`src/rtl/console_pkg.sv`:
```
// Shared types and constants for the text-buffer console sequencer.
package console_pkg;

  typedef enum logic [3:0] {
    IDLE,
    WR_C,
    WR_A,
    CLR_C,
    CLR_A,
    SCR_RD_C,
    SCR_WR_C,
    SCR_RD_A,
    SCR_WR_A,
    FILL_C,
    FILL_A
  } state_t;

  localparam logic [7:0] LF    = 8'h0A;
  localparam logic [7:0] CR    = 8'h0D;
  localparam logic [7:0] BS    = 8'h08;
  localparam logic [7:0] FF    = 8'h0C;
  localparam logic [7:0] SPACE = 8'h20;
  localparam logic [7:0] DEL   = 8'h7F;

  function automatic logic is_printable(input logic [7:0] b);
    return (b >= SPACE) && (b != DEL);
  endfunction

  function automatic logic [11:0] cell_off(input logic [3:0] row, input logic [4:0] col,
                                           input logic [11:0] width);
    return ({8'b0, row} * width) + {7'b0, col};
  endfunction

endpackage

```
`src/rtl/console_port_mux.sv`:
```
// CPU-priority mux onto the text-buffer port; zero latency, combinational.
// eng_go_o is high only when the engine's access is actually issued this cycle.
module console_port_mux (
  input  logic        cpu_req_i,
  input  logic [11:0] cpu_addr_i,
  input  logic        cpu_we_i,
  input  logic [7:0]  cpu_wdata_i,
  input  logic        eng_req_i,
  input  logic [11:0] eng_addr_i,
  input  logic        eng_we_i,
  input  logic        eng_oe_i,
  input  logic [7:0]  eng_wdata_i,
  output logic        eng_go_o,
  output logic [11:0] mem_addr_o,
  output logic        mem_we_o,
  output logic        mem_oe_o,
  output logic [7:0]  mem_wdata_o
);

  assign eng_go_o = eng_req_i && !cpu_req_i;

  always_comb begin
    if (cpu_req_i) begin
      mem_addr_o  = cpu_addr_i;
      mem_we_o    = cpu_we_i;
      mem_oe_o    = !cpu_we_i;
      mem_wdata_o = cpu_wdata_i;
    end else begin
      mem_addr_o  = eng_addr_i;
      mem_we_o    = eng_we_i;
      mem_oe_o    = eng_oe_i;
      mem_wdata_o = eng_wdata_i;
    end
  end

endmodule

```
`src/rtl/textbuffer_console.sv`:
```
// Terminal sequencer: byte stream in, character/attribute cell writes, scroll and clear out.
// Accepts a byte only in IDLE; every engine access stalls while the CPU holds the port.
module textbuffer_console
  import console_pkg::*;
#(
  parameter int unsigned WIDTH    = 20,
  parameter int unsigned HEIGHT   = 16,
  parameter logic [11:0] BASEADDR = 12'h400
) (
  input  logic        clk,
  input  logic        reset,
  input  logic [7:0]  in_data,
  input  logic        in_valid,
  output logic        in_ready,
  input  logic [7:0]  cur_attr,
  input  logic        cpu_req,
  input  logic [11:0] cpu_addr,
  input  logic        cpu_we,
  input  logic [7:0]  cpu_wdata,
  output logic [11:0] mem_addr,
  output logic        mem_we,
  output logic        mem_oe,
  output logic [7:0]  mem_wdata,
  input  logic [7:0]  mem_rdata,
  output logic [4:0]  cursor_col,
  output logic [3:0]  cursor_row,
  output logic        busy
);

  localparam logic [11:0] ROW_OFF   = 12'(WIDTH);
  localparam logic [11:0] ATTR_BASE = BASEADDR + 12'(WIDTH * HEIGHT);
  localparam logic [11:0] LAST_CELL = 12'(WIDTH * HEIGHT - 1);
  localparam logic [11:0] LAST_SCR  = 12'(WIDTH * (HEIGHT - 1) - 1);
  localparam logic [4:0]  LAST_COL  = 5'(WIDTH - 1);
  localparam logic [3:0]  LAST_ROW  = 4'(HEIGHT - 1);

  state_t      state_q, state_d;
  logic [4:0]  col_q, col_d;
  logic [3:0]  row_q, row_d;
  logic [11:0] idx_q, idx_d;
  logic [7:0]  attr_q, attr_d;
  logic [7:0]  chr_q, chr_d;
  logic [7:0]  cap_q;
  logic        rd_pend_q, rd_pend_d;

  logic        accept, eng_req, eng_go, eng_we, eng_oe;
  logic [11:0] eng_addr, cur_off;
  logic [7:0]  eng_wdata, rd_data;

  assign in_ready   = (state_q == IDLE);
  assign busy       = !in_ready;
  assign accept     = in_valid && in_ready;
  assign eng_req    = (state_q != IDLE);
  assign cursor_col = col_q;
  assign cursor_row = row_q;
  assign cur_off    = cell_off(row_q, col_q, ROW_OFF);
  // Read data is live the cycle after the read; later (after a stall) it comes from the capture register.
  assign rd_data    = rd_pend_q ? mem_rdata : cap_q;
  assign rd_pend_d  = eng_go && eng_oe;

  console_port_mux u_mux (
    .cpu_req_i  (cpu_req),
    .cpu_addr_i (cpu_addr),
    .cpu_we_i   (cpu_we),
    .cpu_wdata_i(cpu_wdata),
    .eng_req_i  (eng_req),
    .eng_addr_i (eng_addr),
    .eng_we_i   (eng_we),
    .eng_oe_i   (eng_oe),
    .eng_wdata_i(eng_wdata),
    .eng_go_o   (eng_go),
    .mem_addr_o (mem_addr),
    .mem_we_o   (mem_we),
    .mem_oe_o   (mem_oe),
    .mem_wdata_o(mem_wdata)
  );

  always_ff @(posedge clk or negedge reset) begin
    if (!reset) state_q <= IDLE;
    else        state_q <= state_d;
  end

  always_ff @(posedge clk or negedge reset) begin
    if (!reset) begin
      col_q     <= '0;
      row_q     <= '0;
      idx_q     <= '0;
      attr_q    <= '0;
      chr_q     <= '0;
      cap_q     <= '0;
      rd_pend_q <= 1'b0;
    end else begin
      col_q     <= col_d;
      row_q     <= row_d;
      idx_q     <= idx_d;
      attr_q    <= attr_d;
      chr_q     <= chr_d;
      rd_pend_q <= rd_pend_d;
      if (rd_pend_q) cap_q <= mem_rdata;
    end
  end

  always_comb begin
    state_d = state_q;
    col_d   = col_q;
    row_d   = row_q;
    idx_d   = idx_q;
    attr_d  = attr_q;
    chr_d   = chr_q;
    unique case (state_q)
      IDLE: if (accept) begin
        attr_d = cur_attr;
        chr_d  = in_data;
        if (is_printable(in_data)) begin
          state_d = WR_C;
        end else begin
          case (in_data)
            LF: begin
              col_d = '0;
              if (row_q < LAST_ROW) begin
                row_d = row_q + 4'd1;
              end else begin
                idx_d   = '0;
                state_d = SCR_RD_C;
              end
            end
            CR: col_d = '0;
            BS: if (col_q != 5'd0) col_d = col_q - 5'd1;
            FF: begin
              idx_d   = '0;
              state_d = CLR_C;
            end
            default: ;
          endcase
        end
      end
      WR_C: if (eng_go) state_d = WR_A;
      WR_A: if (eng_go) begin
        state_d = IDLE;
        if (col_q == LAST_COL) begin
          col_d = '0;
          if (row_q < LAST_ROW) begin
            row_d = row_q + 4'd1;
          end else begin
            idx_d   = '0;
            state_d = SCR_RD_C;
          end
        end else begin
          col_d = col_q + 5'd1;
        end
      end
      CLR_C: if (eng_go) state_d = CLR_A;
      CLR_A: if (eng_go) begin
        if (idx_q == LAST_CELL) begin
          state_d = IDLE;
          col_d   = '0;
          row_d   = '0;
        end else begin
          idx_d   = idx_q + 12'd1;
          state_d = CLR_C;
        end
      end
      SCR_RD_C: if (eng_go) state_d = SCR_WR_C;
      SCR_WR_C: if (eng_go) state_d = SCR_RD_A;
      SCR_RD_A: if (eng_go) state_d = SCR_WR_A;
      SCR_WR_A: if (eng_go) begin
        idx_d   = idx_q + 12'd1;
        state_d = (idx_q == LAST_SCR) ? FILL_C : SCR_RD_C;
      end
      FILL_C: if (eng_go) state_d = FILL_A;
      FILL_A: if (eng_go) begin
        if (idx_q == LAST_CELL) begin
          state_d = IDLE;
        end else begin
          idx_d   = idx_q + 12'd1;
          state_d = FILL_C;
        end
      end
      default: state_d = IDLE;
    endcase
  end

  always_comb begin
    eng_addr  = '0;
    eng_we    = 1'b0;
    eng_oe    = 1'b0;
    eng_wdata = '0;
    unique case (state_q)
      WR_C:     begin eng_addr = BASEADDR + cur_off;          eng_we = 1'b1; eng_wdata = chr_q;   end
      WR_A:     begin eng_addr = ATTR_BASE + cur_off;         eng_we = 1'b1; eng_wdata = attr_q;  end
      CLR_C:    begin eng_addr = BASEADDR + idx_q;            eng_we = 1'b1; eng_wdata = SPACE;   end
      CLR_A:    begin eng_addr = ATTR_BASE + idx_q;           eng_we = 1'b1; eng_wdata = attr_q;  end
      SCR_RD_C: begin eng_addr = BASEADDR + idx_q + ROW_OFF;  eng_oe = 1'b1;                      end
      SCR_WR_C: begin eng_addr = BASEADDR + idx_q;            eng_we = 1'b1; eng_wdata = rd_data; end
      SCR_RD_A: begin eng_addr = ATTR_BASE + idx_q + ROW_OFF; eng_oe = 1'b1;                      end
      SCR_WR_A: begin eng_addr = ATTR_BASE + idx_q;           eng_we = 1'b1; eng_wdata = rd_data; end
      FILL_C:   begin eng_addr = BASEADDR + idx_q;            eng_we = 1'b1; eng_wdata = SPACE;   end
      FILL_A:   begin eng_addr = ATTR_BASE + idx_q;           eng_we = 1'b1; eng_wdata = attr_q;  end
      default: ;
    endcase
  end

endmodule

```
`config.mk`:
```
export PLATFORM = sky130hd
export DESIGN_NAME = textbuffer_console
export DESIGN_NICKNAME = d
export VERILOG_FILES = /design/src/rtl/console_pkg.sv /design/src/rtl/console_port_mux.sv /design/src/rtl/textbuffer_console.sv
export SDC_FILE = /design/constraint.sdc
export NUM_CORES = 1
export LEC_CHECK = 0
export CAP_MARGIN = 20
export CORE_MARGIN = 5
export CORE_UTILIZATION = 50
export CTS_BUF_LIST = sky130_fd_sc_hd__clkbuf_16
export DETAILED_ROUTE_END_ITERATION = 10
export PLACE_DENSITY = 0.75
export SYNTH_ARGS = -nofsm -noshare
export SYNTH_HDL_FRONTEND = slang
export SYNTH_SLANG_ARGS = --single-unit
```
`constraint.sdc`:
```
create_clock -name clk -period 5.7 [get_ports clk]
set_clock_uncertainty 0.05 [all_clocks]
set_input_delay 1.14 -clock clk [delete_from_list [all_inputs] [get_ports clk]]
set_output_delay 1.14 -clock clk [all_outputs]
set_load 0.02 [all_outputs]
```
==> flow_metrics.tcl, run 1 <==
set metrics [dict create \
    status "finished clean" \
    nNetsFinal 694 \
    cap_violations 0 \
    worst_ir_drop_vdd_uv 339 \
    async_flop_share 1.00 \
    remaining_drc_errors 0 \
    drv_slew 0 \
    grt_pass1_vias 4394 \
    worst_pin_slew_ps 760 \
    die_w_um 107 \
    rsz0062_at_grt "false" \
    viasPerCell 6.41 \
    drtIter0Drc 410 \
    die_area_um2 11400 \
    cts_root_buf "clkbuf_16" \
    clk_path_buf_depth 2 \
    hold_end "cap_q[1]" \
    drt_first_pass_iters 7 \
    period_needed_ps 5330 \
    dp_cells 729 \
    postCtsSetupBuffers 0 \
    hold_ws_ps 459 \
    postCtsHoldBufs 0 \
    crit_fanout 10 \
    grt_use_total 0.237 \
    antenna_found_initial 0 \
    ys_types 78 \
    instances_no_fill 737 \
    p_leak_nw 2.21 \
    power_w 0.00281 \
    dr_total_vias 4721 \
    drive_gt1_frac 0.0958 \
    clkLatencyLatePin_ps 290 \
    cts_sinks 50 \
    core_area_um2 9200 \
    r2r_start "state_q[1]" \
    crit_type "reg2out" \
    synth_edf_count 0 \
    cts.htree.levels 2 \
    end_kind "output pin" \
    reg2reg_to "idx_q[9]" \
    cts_resized 0 \
    ys_top_cells_by_area "dfrtp_1 27%, mux2_2 6.9%, o21ai_0 4.9%, nand2_1 4.9%, ha_1 4.8%" \
    cts_made_buffers 5 \
    place.gp.congestion 0.925 \
    crit_arrival_ps 4140 \
    crit_path_start_kind "register" \
    grt_max_degree 35 \
    dp_hpwl_um 10300 \
    rrSetupSlack_ps 2800 \
    avgSynthCellArea_um2 8.22 \
    grt_pass1_wl_um 22200 \
    most-common-layout-cells "80 x clkdlybuf4s50_1, 61 x nand2_1, 50 x dfrtp_1" \
    synthCells 572 \
    final-setup-viol-count 0 \
    synth_nets 641 \
    area_delta_synth_final_pct 20.4 \
    initial_core_util 0.511 \
    clock.fmax_ghz 0.187 \
    yosysSeqAreaShare 0.266 \
    ios 82 \
    antenna_violating_nets_post_route 0 \
    placementRows 35 \
    synth_top_area_cell "dfrtp_1" \
    finalHoldViolations 0 \
    fp.dieH_um 107 \
    r2r_cells 7 \
    powerDensity_nw_per_um2 497 \
    totalWireLength_um 13600 \
    fill_cells 801 \
    slew_headroom 0.490 \
    hold_start "cap_q[1]" \
    period_share 0.936 \
    clk_pin_slew_ps 70 \
    overflow 0 \
    cts_tree "yes" \
    port_buffers 81 \
    diodes 0 \
    synth.ff_latch_count 50 \
    yosys_warnings 0 \
    yosysTopAreaCellShare 0.266 \
    timing.setup.tns_ps 0 \
    synth_top_flop_cell "dfrtp_1" \
    final_common_cell "clkdlybuf4s50_1" \
    netlist_area_um2 4700 \
    min_path_type "reg2reg" \
    crit_required_ps 4510 \
    min_path_cells 1 \
    wire_per_inst_um 18.4 \
]
metal layers:
metal	global-route usage	vias up	routed length, µm
li1	-	2231	-
met1	0.332	2249	6020
met2	0.375	220	6240
met3	0.0470	21	1130
met4	0.0612	0	195
met5	0	-	0
final cells by class:
cell class                      instances  area [µm²]  share of cell area
Inverter                               28         105              0.0186
Multi-Input combinational cell        452        3130               0.552
Sequential cell                        50        1250               0.221
Clock inverter                          3        42.5             0.00752
Tap cell                              111         139              0.0245
Timing Repair Buffer                   88         871               0.154
Clock buffer                            5         125              0.0221
kinds of logic after synthesis:
family,after synthesis,share of synthesized area
AO/OA/AOI/OAI,194,0.291
XOR/XNOR,23,0.0429
AND/OR/NAND/NOR,183,0.199
multiplexers,32,0.0759
adder cells (fa/ha/maj),20,0.0564
flip-flops,50,0.266
buffers and inverters,70,0.0684
Yosys cell counts, types with 6 or more instances:
cell and instances:
nand3_1 16, nand4_1 6, nor2_1 38, nand2b_1 7, ha_1 18, a21o_1 6
dfrtp_1 50, o31ai_1 6, nand2_1 61, a31oi_1 8, a21oi_1 36, o21ai_0 46
mux2_2 29, a211oi_1 9, inv_1 26, nor3_1 13, a222oi_1 11, a22o_1 15
clkbuf_1 24, xnor2_1 21, nor2b_1 12, buf_2 11
how the worst max path moves through the flow:
| stage | startpoint | end |
|---|---|---|
| after global routing | cursor_row[3] | mem_addr[10] |
| after global placement | cursor_row[3] | mem_addr[7] |
| after CTS | cursor_row[3] | mem_addr[7] |
| final | cursor_row[3] | mem_addr[7] |
| after floorplan | cursor_row[1] | mem_addr[7] |
| after detailed placement | cursor_row[3] | mem_addr[7] |
critical path: stages (launching register included):
cell and delay (ps):
dfrtp_1 540, ha_1 300, ha_1 210, inv_1 70, fa_1 450, nor4b_1 510, xnor2_1 170, ha_1 330
a222oi_1 330, a21oi_1 110, a221o_1 290, clkdlybuf4s50_1 540
state kept, by name, summed over array words and instances, names as in the netlist:
signal      cells
attr_q          8
cap_q           8
chr_q           8
cursor_col      5
cursor_row      4
idx_q          12
rd_pend_q       1
state_q         4
through the flow:
step	worst slack, ps	utilization	area, µm²
6_report	366	0.616	5660
5_1_grt	77.7	0.616	5660
4_1_cts	409	0.616	5660
3_5_place_dp	751	0.597	5490
3_3_place_gp	887	0.595	5470
2_1_floorplan	1430	-	4700
where the power goes:
part / internal, W / switching (W) / total, W
registers: 0.000494 / 0.000200 / 0.000694
clock network: 0.000208 / 0.000140 / 0.000348
logic: 0.000782 / 0.000991 / 0.00177
total: 0.00148 / 0.00133 / 0.00281
Note: power is estimated with default switching activity, not from simulation.
==> inputs of run 2 (changes only) <==
- HOLD_SLACK_MARGIN: unset -> 0.06
==> results of run 2 <==
No change in the layout: final DEF, timing and power equal those of run 1.
==> inputs of run 3 (changes only) <==
- MAX_ROUTING_LAYER: unset -> met4
==> flow_metrics.tcl, run 3 (synthesis results as in run 1) <==
set metrics [dict create \
    status "finished clean" \
    postCtsSetupBuffers 0 \
    crit_arrival_ps 4100 \
    fill_cells 782 \
    grt_max_degree 51 \
    nNetsFinal 694 \
    cts_made_buffers 5 \
    period_share 0.928 \
    port_buffers 81 \
    final_common_cell "clkdlybuf4s50_1" \
    largest_reg_flops 12 \
    power_w 0.00277 \
    remaining_drc_errors 0 \
    slowest_delay_ps 630 \
    rsz0062_at_grt "false" \
    hold_start "attr_q[5]" \
    drv_slew 0 \
    totalWireLength_um 13800 \
    cts_sinks 50 \
    min_path_type "reg2reg" \
    postCtsHoldBufs 0 \
    slew_headroom 0.497 \
    finalHoldViolations 0 \
    drive_gt1_frac 0.0974 \
    most-common-layout-cells "80 x clkdlybuf4s50_1, 61 x nand2_1, 50 x dfrtp_1" \
    ios 82 \
    clock.fmax_ghz 0.189 \
    initial_core_util 0.511 \
    cap_violations 0 \
    crit_path_start_kind "register" \
    timing.setup.tns_ps 0 \
    cpMaxStageDelayCell "clkdlybuf4s50_1" \
    crit_type "reg2out" \
    worst_ir_drop_vdd_uv 290 \
    multiInputGateArea_um2 3130 \
    clk_path_buf_depth 2 \
    clkLatencyLatePin_ps 290 \
    cts_resized 0 \
    cts_tree "yes" \
    cp_cell_sequence "ha_1 -> ha_1 -> inv_1 -> fa_1 -> nor4b_1 -> xnor2_1 -> ha_1 -> nor3_1 -> a21oi_1 -> o31ai_1 -> o21bai_1 -> clkdlybuf4s50_1" \
    final-setup-viol-count 0 \
    wire_per_inst_um 18.7 \
    cts_root_buf "clkbuf_16" \
    utilization 0.612 \
    grt_pass1_vias 4453 \
    place.gp.congestion 0.940 \
    hold_ws_ps 456 \
    r2r_cells 7 \
    place_area_um2 5480 \
    viasPerCell 6.38 \
    worst_pin_slew_ps 749 \
    diodes 0 \
    cts.htree.levels 2 \
    rrSetupSlack_ps 2730 \
    placementRows 35 \
    cp_top_family "adder cells" \
    die_w_um 107 \
    hold_end "attr_q[5]" \
    min_path_cells 1 \
    r2r_start "state_q[1]" \
    p_leak_nw 2.20 \
    critPathMostFrequentCell "ha_1" \
    crit_required_ps 4510 \
    grt_pass1_wl_um 22500 \
    overflow 0 \
    final-seq-area_um2 1250 \
    crit_fanout 10 \
    clk_pin_slew_ps 70 \
    antenna_violating_nets_post_route 0 \
    top_register "idx_q" \
    end_kind "output pin" \
    dp_hpwl_um 10400 \
    fp.dieH_um 107 \
    path_buf_inv 2 \
    dr_total_vias 4700 \
    period_needed_ps 5290 \
    die_area_um2 11400 \
    core_area_um2 9200 \
    area_delta_synth_final_pct 19.8 \
    drt_first_pass_iters 7 \
    grt_use_total 0.245 \
    stdcell_area_um2 5630 \
    reg2reg_to "idx_q[9]" \
    powerDensity_nw_per_um2 492 \
    antenna_found_initial 0 \
    drtIter0Drc 429 \
]
-- run 3: changes by cell type in the layout (fill, tap and decap cells not counted), sizes merged --
| cell | previous run | this run |
|---|---|---|
| bufinv | 1 | 0 |
| inv | 29 | 30 |
-- run 3: worst max-delay path by stage --
stage / from / to / slack (ps) / cells past startpoint
4_1_cts: cursor_row[3] / mem_addr[7] / 450 / 11
6_report: cursor_row[3] / mem_addr[8] / 410 / 12
3_3_place_gp: cursor_row[3] / mem_addr[7] / 890 / 11
2_1_floorplan: cursor_row[1] / mem_addr[7] / 1430 / 10
5_1_grt: cursor_row[3] / mem_addr[8] / 210 / 12
3_5_place_dp: cursor_row[3] / mem_addr[7] / 790 / 11
-- run 3: per-layer routing --
layer  track usage  routed length [µm]
met1         0.342                6210
met2         0.380                6340
met3        0.0409                1020
met4        0.0475                 210
met5             -                   0
-- run 3: final cells by class --
class                      instances  area share
clock inverter                     3     0.00400
inverter                          28      0.0187
clock buffer                       5      0.0222
multi-input combinational        452       0.556
tap                              111      0.0247
timing repair buffer              88       0.153
sequential                        50       0.222
-- run 3: where the power goes --
part | switching (W) | internal (W) | leakage (nW)
registers | 0.000197 | 0.000494 | 0.624
logic | 0.000993 | 0.000781 | 1.50
clock network | 0.000141 | 0.000165 | 0.0746
-- run 3: per-stage QoR --
| step | cells | worst slack [ps] |
|---|---|---|
| floorplan | 572 | 1430 |
| global placement | 729 | 888 |
| detailed placement | 729 | 791 |
| CTS | 737 | 453 |
| global route | 737 | 213 |
| finish | 737 | 409 |
